[src/rtl/w4823_fir_outfmt_if.sv]
// w4823_fir_outfmt_if: FP29i input stream and FP16 output stream of the output formatter
interface w4823_fir_outfmt_if;
    logic        in_valid;
    logic        in_ready;
    logic [29:0] in_fp29i;
    logic        out_valid;
    logic        out_ready;
    logic [15:0] dout;
    logic        out_ovf;
    logic        out_unf;
    modport slave (
        input  in_valid, in_fp29i, out_ready,
        output in_ready, out_valid, dout, out_ovf, out_unf
    );
    modport master (
        output in_valid, in_fp29i, out_ready,
        input  in_ready, out_valid, dout, out_ovf, out_unf
    );
endinterface

[src/rtl/w4823_fir_outfmt.sv]
// w4823_fir_outfmt: normalizes an FP29i accumulator result one bit per cycle,
// rounds to nearest-even and packs it as FP16 with saturation and flush-to-zero.
module w4823_fir_outfmt #(
    parameter int EXP_BIAS_IN = 63
) (
    input logic clk2,
    input logic rst_n,
    w4823_fir_outfmt_if.slave bus
);
    typedef enum logic [1:0] {IDLE, NORM, ROUND, OUT} state_t;
    state_t             state;
    logic               s;
    logic               zero;
    logic               sticky;
    logic [21:0]        m;
    logic signed [8:0]  ex;
    logic               st;
    logic               up;
    logic [10:0]        frac_r;
    logic signed [10:0] e16;
    assign bus.in_ready  = state == IDLE;
    assign bus.out_valid = state == OUT;
    // frac_r[10] is the carry out of the fraction; it bumps the exponent
    always_comb begin
        st     = |m[8:0] | sticky;
        up     = m[9] & (st | m[10]);
        frac_r = {1'b0, m[19:10]} + {10'd0, up};
        e16    = {{2{ex[8]}}, ex} + {10'd0, frac_r[10]} - 11'(EXP_BIAS_IN) + 11'sd15;
    end
    always_ff @(posedge clk2) begin
        if (!rst_n) begin
            state       <= IDLE;
            s           <= 1'b0;
            zero        <= 1'b0;
            sticky      <= 1'b0;
            m           <= '0;
            ex          <= '0;
            bus.dout    <= 16'h0000;
            bus.out_ovf <= 1'b0;
            bus.out_unf <= 1'b0;
        end else begin
            case (state)
                IDLE: if (bus.in_valid) begin
                    s      <= bus.in_fp29i[29];
                    ex     <= {2'b00, bus.in_fp29i[28:22]};
                    m      <= bus.in_fp29i[21:0];
                    sticky <= 1'b0;
                    zero   <= 1'b0;
                    state  <= NORM;
                end
                NORM: if (m == '0) begin
                    zero  <= 1'b1;
                    state <= ROUND;
                end else if (m[21]) begin
                    m      <= m >> 1;
                    sticky <= sticky | m[0];
                    ex     <= ex + 9'sd1;
                end else if (m[20]) begin
                    state <= ROUND;
                end else begin
                    m  <= m << 1;
                    ex <= ex - 9'sd1;
                end
                ROUND: begin
                    bus.dout    <= zero ? {s, 15'h0} :
                                   e16 >= 31 ? {s, 5'h1F, 10'h0} :
                                   e16 <= 0 ? {s, 15'h0} : {s, e16[4:0], frac_r[9:0]};
                    bus.out_ovf <= !zero && e16 >= 31;
                    bus.out_unf <= !zero && e16 < 31 && e16 <= 0;
                    state       <= OUT;
                end
                OUT: if (bus.out_ready) state <= IDLE;
            endcase
        end
    end
endmodule

[src/flat_wrapper.sv]
// flat-port wrapper written by rule: the top's interface ports become plain ports
module w4823_fir_outfmt_flat 
#(
    parameter int EXP_BIAS_IN = 63
)
  (clk2, rst_n, bus_in_valid, bus_in_fp29i, bus_out_ready, bus_in_ready, bus_out_valid, bus_dout, bus_out_ovf, bus_out_unf);
  w4823_fir_outfmt_if bus_i ();
  input logic clk2;
  input logic rst_n;
  input wire logic [$bits(bus_i.in_valid)-1:0] bus_in_valid;
  input wire logic [$bits(bus_i.in_fp29i)-1:0] bus_in_fp29i;
  input wire logic [$bits(bus_i.out_ready)-1:0] bus_out_ready;
  output wire logic [$bits(bus_i.in_ready)-1:0] bus_in_ready;
  output wire logic [$bits(bus_i.out_valid)-1:0] bus_out_valid;
  output wire logic [$bits(bus_i.dout)-1:0] bus_dout;
  output wire logic [$bits(bus_i.out_ovf)-1:0] bus_out_ovf;
  output wire logic [$bits(bus_i.out_unf)-1:0] bus_out_unf;
  assign bus_i.in_valid = bus_in_valid;
  assign bus_i.in_fp29i = bus_in_fp29i;
  assign bus_i.out_ready = bus_out_ready;
  assign bus_in_ready = bus_i.in_ready;
  assign bus_out_valid = bus_i.out_valid;
  assign bus_dout = bus_i.dout;
  assign bus_out_ovf = bus_i.out_ovf;
  assign bus_out_unf = bus_i.out_unf;
  w4823_fir_outfmt #(.EXP_BIAS_IN(EXP_BIAS_IN)) u_core (.clk2(clk2), .rst_n(rst_n), .bus(bus_i));
endmodule
[config.mk]
export PLATFORM = sky130hd
export DESIGN_NAME = w4823_fir_outfmt_flat
export DESIGN_NICKNAME = d
export VERILOG_FILES = /design/src/rtl/w4823_fir_outfmt_if.sv /design/src/rtl/w4823_fir_outfmt.sv /design/src/flat_wrapper.sv
export SDC_FILE = /design/constraint.sdc
export NUM_CORES = 1
export LEC_CHECK = 0
export ABC_AREA = 1
export CAP_MARGIN = 20
export CORE_AREA = 2 2 123 113
export CTS_CLUSTER_DIAMETER = 100
export DETAILED_ROUTE_END_ITERATION = 8
export DIE_AREA = 0 0 125 115
export GPL_ROUTABILITY_DRIVEN = 0
export SYNTH_ARGS = -nofsm -noshare
export SYNTH_HDL_FRONTEND = slang
export SYNTH_SLANG_ARGS = --single-unit
[constraint.sdc]
create_clock -name clk2 -period 6.4 [get_ports clk2]
set_input_delay 0.96 -clock clk2 [delete_from_list [all_inputs] [get_ports clk2]]
set_output_delay 0.96 -clock clk2 [all_outputs]
set_load 0.02 [all_outputs]
==> results_dict.tcl, run 1 <==
set metrics [dict create \
    outcome "completed" \
    hold_path_class "reg2reg" \
    drt_first_pass_iters 4 \
    nets 675 \
    place_ws_ns 2.61 \
    ys_warn_count 0 \
    post-dp-hpwl_mm 7.36 \
    p_leak_nw 1.88 \
    drv_slew 0 \
    critical_path_class "reg2reg" \
    cts_resized 0 \
    async_flop_share_pct 0 \
    cp.buffers_inverters 2 \
    path_cells "nand2_1 -> inv_1 -> ha_1 -> nand3_1 -> nor2_1 -> nand2_1 -> nor2_1 -> nand3_1 -> nor2_1 -> ha_1 -> ha_1 -> nand3_1 -> nand2_1 -> nand2_1 -> ha_1 -> inv_1 -> xnor3_2 -> nand3_2 -> nor2_2 -> nand2_2 -> nand3b_1 -> nor2_1 -> nor2_1 -> nor2_1" \
    num_rows 40 \
    diodes 0 \
    fin_worst_skew_ns 0.00616 \
    final_layout_size_suffix_gt1_share_pct 7.05 \
    area_delta_synth_final_pct 19.6 \
    slew_headroom_pct 31.0 \
    nFillCells 1397 \
    finalHoldViolCount 0 \
    antenna_found_initial 0 \
    drt_iter0_drc 234 \
    crit_path_end_kind "flop" \
    critPathLaunchType "flop" \
    required_ns 6.64 \
    synthesis.area_um2 3840 \
    crit_family "simple AND/OR/NAND/NOR gates" \
    synthMuxAreaShare_pct 0 \
    synth_xor_area_share_pct 3.13 \
    synth-simple-area-share_pct 35.3 \
    syn_inst 589 \
    cts_tree "done" \
    place_inst 784 \
    period_share_pct 58.7 \
    grt_usage_pct 14.5 \
    period_needed_ns 3.76 \
    finalSetupViolCount 0 \
    power.total_w 0.00204 \
    clock.fmax_ghz 0.266 \
    cts_sinks 54 \
    cts_root_buf "clkbuf_16" \
    dr_total_vias 3796 \
    routed_wl_mm 10.0 \
    viasPerCell 4.79 \
    grt_pass1_vias 3631 \
    die_area_um2 14400 \
    ys.flop_type "dfxtp_1" \
    wire_per_inst_um 12.7 \
    powerDensity_nw_per_um2 445 \
    critPathMaxFanout 16 \
    drcViolationCount 0 \
    die_h_um 115 \
    worstPathArrival_ns 3.99 \
    grt_max_degree 57 \
    seqCellArea_um2 1080 \
    setup_tns_ns 0 \
    die_width_um 125 \
    crit_top_cell "nor2_1" \
    synth_compound_area_share_pct 17.0 \
    htree_levels 2 \
    synth_top_family_by_area "simple AND/OR/NAND/NOR gates" \
    holdBufCountCts 0 \
    drt.antenna.violating_nets 0 \
    synth_fp_nets 641 \
    tightestPinTransition_ns 1.03 \
    synth_cell_type_count 44 \
    coreArea_um2 13100 \
    fin_ws_ns 2.64 \
    slowest_stage "dfxtp_1" \
    synth.avg_cell_area_um2 6.52 \
    synth_fa_ha_area_share_pct 6.06 \
    final_common_cell "nand2_1" \
    multi_input_area_um2 2360 \
    synth.ff_latch_count 54 \
    clock_latency_ns 0.30 \
    yosysSeqAreaShare_pct 28.1 \
    synth_edf_count 0 \
    post_cts_buffers 0 \
    grt_overflow 0 \
    crit_path_max_incr_delay_ns 0.41 \
    initial_utilization_pct 29.3 \
    grt_first_pass_wirelength_mm 17.3 \
    finalNonFillerCells 792 \
    final_cell_mix "nand2_1 (142), nor2_1 (77), inv_1 (59)" \
    io_pins 54 \
    cts.clk_slew.worst_paths_ns 0.07 \
    clock_path_buffers 2 \
    max_cap_violations 0 \
    portBuffers 53 \
    max-vdd-ir-drop_mv 0.143 \
    numCtsBuffers 5 \
    rsz0062_at_grt "no" \
]
## power by group
part,internal (W),switching [W]
Clock,0.000155,0.000127
Combinational,0.000423,0.000752
Sequential,0.000435,0.000152
Total,0.00101,0.00103
## path summary, 6_finish.rpt
| kind | slack, ns | end | from | depth (start not counted) |
|---|---|---|---|---|
| worst max-delay path | 2.64 | u_core.bus.dout[7] | u_core.m[9] | 24 |
| worst min-delay path | 0.47 | u_core.bus.out_ovf | u_core.bus.out_ovf | 2 |
| worst max register to register | 2.64 | u_core.bus.dout[7] | u_core.m[9] | 24 |
| worst min register to register | 0.47 | u_core.bus.out_ovf | u_core.bus.out_ovf | 2 |
## kinds of logic after synthesis
kind of cell	count (synthesis)
flip-flops	54
adder cells (fa/ha/maj)	18
AO/OA/AOI/OAI	113
AND/OR/NAND/NOR	299
buffers and inverters	93
XOR/XNOR	12
## cells in the mapped netlist, types with 2 or more instances
master / number / area share, %
a22oi_1: 17 / 3.3
buf_2: 3 / 0.39
dfxtp_1: 54 / 28
nand3b_1: 6 / 1.2
xnor2_1: 2 / 0.46
xor2_1: 9 / 2.1
buf_1: 4 / 0.39
buf_6: 6 / 1.8
nand2_1: 142 / 14
nor3_1: 6 / 0.78
ha_1: 17 / 5.5
inv_2: 5 / 0.49
nand2_2: 7 / 1.1
clkbuf_1: 15 / 1.5
nor2_2: 5 / 0.81
nor2_1: 77 / 7.5
a21oi_1: 41 / 5.3
nand3_2: 9 / 2.3
nand4_1: 10 / 1.6
o21ai_1: 3 / 0.39
a211oi_1: 3 / 0.59
nand3_1: 29 / 3.8
nor4_1: 2 / 0.33
inv_1: 59 / 5.8
o21ai_0: 39 / 5.1
## sequential cells by signal, indices dropped and copies added (netlist names)
register            count
u_core.zero             1
u_core.bus.out_unf      1
u_core.s                1
u_core.ex               9
u_core.state            2
u_core.bus.out_ovf      1
u_core.bus.dout        16
u_core.m               22
u_core.sticky           1
## through the flow
| stage | utilization, % | hold slack [ns] | instance area, um^2 |
|---|---|---|---|
| after CTS | 35.0 | 0.474 | 4590 |
| final | 35.0 | 0.470 | 4590 |
| after global placement | 33.9 | 0.458 | 4440 |
| after detailed placement | 33.9 | 0.464 | 4440 |
| after global routing | 35.0 | 0.505 | 4590 |
| after floorplan | - | 0.450 | 3840 |
## per-layer routing
metal  wire length [um]  GRT usage (%)  share of wire (%)  up-vias
li1                   -              -                  -     1986
met1               5240           19.9                 52     1710
met2               4240           23.2                 42       89
met3                423           2.93                4.2       11
met4                140           4.52                1.4        0
met5                  0              0                  0        -
## worst min-delay path, stage by stage, from the launching register on
cell	delay, ns
dfxtp_1	0.31
nand2_1	0.06
a21oi_1	0.05
## area by class of cell
type	instances	area share [%]
inverter	65	5.31
multi-input combinational	442	51.4
clock inverter	2	0.272
sequential	54	23.5
clock buffer	6	3.02
timing repair buffer	55	11.9
tap	168	4.58
Note: power is estimated with default switching activity, not from simulation.
==> inputs of run 2 (changes only) <==
- clock period: 6.4 -> 3.2 ns (I/O delays scaled with it)
==> run 2 against run 1 <==
  * Core utilization up 6.5 points
  * Setup slack worse by 2.6 ns
  * Clock power rose by 97%
  * Highest routed layer unchanged
  * Final cell count up 7.1%
  * Clock skew is 0.0010 ns lower
  * Critical path depth is the same
  * Hold slack improved by 0.0025 ns
  * Non-clock buffer count increased by 54
  * Register-to-register slack got worse by 2.6 ns
  * Combinational power grew to 2.5 times the previous value
  * Global-route usage up 0.54 points
  * Largest power group unchanged
  * Count of clock-buffer cells in the layout up 1
==> results_dict.tcl, run 2 (synthesis results as in run 1) <==
set metrics [dict create \
    multi_input_area_um2 2760 \
    place_inst 809 \
    fin_worst_skew_ns 0.00514 \
    cts_sinks 54 \
    numCtsBuffers 5 \
    critPathMaxFanout 8 \
    routed_wl_mm 11.4 \
    antenna_found_initial 0 \
    outcome "completed" \
    cts.clk_slew.worst_paths_ns 0.07 \
    critical_path_class "reg2reg" \
    die_area_um2 14400 \
    max_cap_violations 0 \
    clock_latency_ns 0.29 \
    critPathLaunchType "flop" \
    diodes 0 \
    reg_top3 "u_core.m x22, u_core.bus.dout x16, u_core.ex x9" \
    tightestPinTransition_ns 0.949 \
    grt_max_degree 53 \
    rsz0062_at_grt "yes" \
    wire_per_inst_um 13.4 \
    max-vdd-ir-drop_mv 0.324 \
    powerDensity_nw_per_um2 863 \
    final_common_cell "nand2_1" \
    required_ns 3.35 \
    grt_pass1_vias 3810 \
    period_share_pct 99.2 \
    die_h_um 115 \
    post-dp-hpwl_mm 7.63 \
    setup_tns_ns 0 \
    cts_tree "done" \
    finalNonFillerCells 848 \
    worstPathArrival_ns 3.33 \
    power.total_w 0.00470 \
    area_delta_synth_final_pct 41.7 \
    period_needed_ns 3.18 \
    drt.antenna.violating_nets 0 \
    nets 731 \
    final_layout_size_suffix_gt1_share_pct 23.8 \
    slew_headroom_pct 36.5 \
    htree_levels 2 \
    grt_first_pass_wirelength_mm 18.2 \
    grt_overflow 0 \
    grt_usage_pct 15.1 \
    final_cell_mix "nand2_1 (128), nor2_1 (60), clkdlybuf4s50_1 (53)" \
    nFillCells 1347 \
    drv_slew 0 \
    io_pins 54 \
    portBuffers 53 \
    timing.hold.ws_ns 0.473 \
    largest_reg_flops 22 \
    initial_utilization_pct 29.3 \
    clock_path_buffers 2 \
    drt_first_pass_iters 5 \
    final_cell_area_um2 5440 \
    finalHoldViolCount 0 \
    placed_cell_area_um2 4650 \
    viasPerCell 4.87 \
    finalSetupViolCount 0 \
    hold_path_class "reg2reg" \
    drcViolationCount 0 \
    top_register "u_core.m" \
    num_rows 40 \
    seqCellArea_um2 1080 \
    dr_total_vias 4126 \
    die_width_um 125 \
    holdBufCountCts 0 \
    p_leak_nw 2.22 \
    crit_path_end_kind "flop" \
    cts_root_buf "clkbuf_16" \
    clock.fmax_ghz 0.315 \
    drt_iter0_drc 313 \
    coreArea_um2 13100 \
]
## run 2: layer usage
layer	global-route usage, %	up-vias	routed length [um]
met5	0	-	0
met4	3.41	0	99
met3	2.51	10	590
met2	23.8	128	5220
met1	21.6	1873	5480
li1	-	2115	-
## run 2: power breakdown
part / leakage [nW] / internal [W] / switching (W)
registers: 0.442 / 0.000871 / 0.000274
clock network: 0.0739 / 0.000311 / 0.000245
logic: 1.70 / 0.00117 / 0.00183
total: 2.22 / 0.00235 / 0.00235
## run 2: timing repair
item / CTS / global route
resized for setup: 20 / 78
gates cloned: 1 / 1
endpoints found under the setup margin: 16 / 17
buffers inserted: 22 / 10
pin swaps: 17 / 40
## run 2: path summary, 6_finish.rpt
check                           depth (start not counted)                 end          startpoint  slack [ns]
worst max-delay path                                   24  u_core.bus.dout[6]        u_core.m[10]        0.02
worst min-delay path                                    2  u_core.bus.out_unf  u_core.bus.out_unf        0.47
worst max register to register                         24  u_core.bus.dout[6]        u_core.m[10]        0.02
worst min register to register                          2  u_core.bus.out_unf  u_core.bus.out_unf        0.47
## run 2: critical path, stage by stage (launching register included)
cell	delay [ns]
dfxtp_2	0.33
nand2_2	0.06
inv_2	0.07
ha_4	0.14
nand3_4	0.05
nor2_1	0.08
nand2_1	0.10
nor2_2	0.15
nand3_2	0.12
nor2_4	0.12
ha_4	0.16
nand3_2	0.09
o21ai_2	0.18
nand2_2	0.09
inv_2	0.09
ha_4	0.15
inv_4	0.04
xnor3_2	0.23
nand3_4	0.10
nor2_4	0.20
nand2_4	0.11
nand3b_1	0.16
nor2_4	0.04
nor2_2	0.10
nor2_1	0.04
## run 2: layout make-up
class | count | share of cell area [%]
Multi-Input combinational cell | 444 | 50.7
Sequential cell | 54 | 19.9
Timing Repair Buffer | 109 | 18.2
Inverter | 65 | 4.62
Tap cell | 168 | 3.86
Clock buffer | 7 | 2.62
Clock inverter | 1 | 0.0920
## run 2: metrics by stage
step                      utilization, %  worst slack [ns]
after detailed placement            35.5            -0.165
after global routing                41.5            -0.188
after floorplan                        -          0.000328
after CTS                           38.6            0.0103
after global placement              35.5           -0.0706
final                               41.5            0.0240
==> inputs of run 3 (changes only) <==
- SLEW_MARGIN: default -> 20
==> results of run 3 <==
No change in the layout: final DEF, timing and power equal those of run 2.
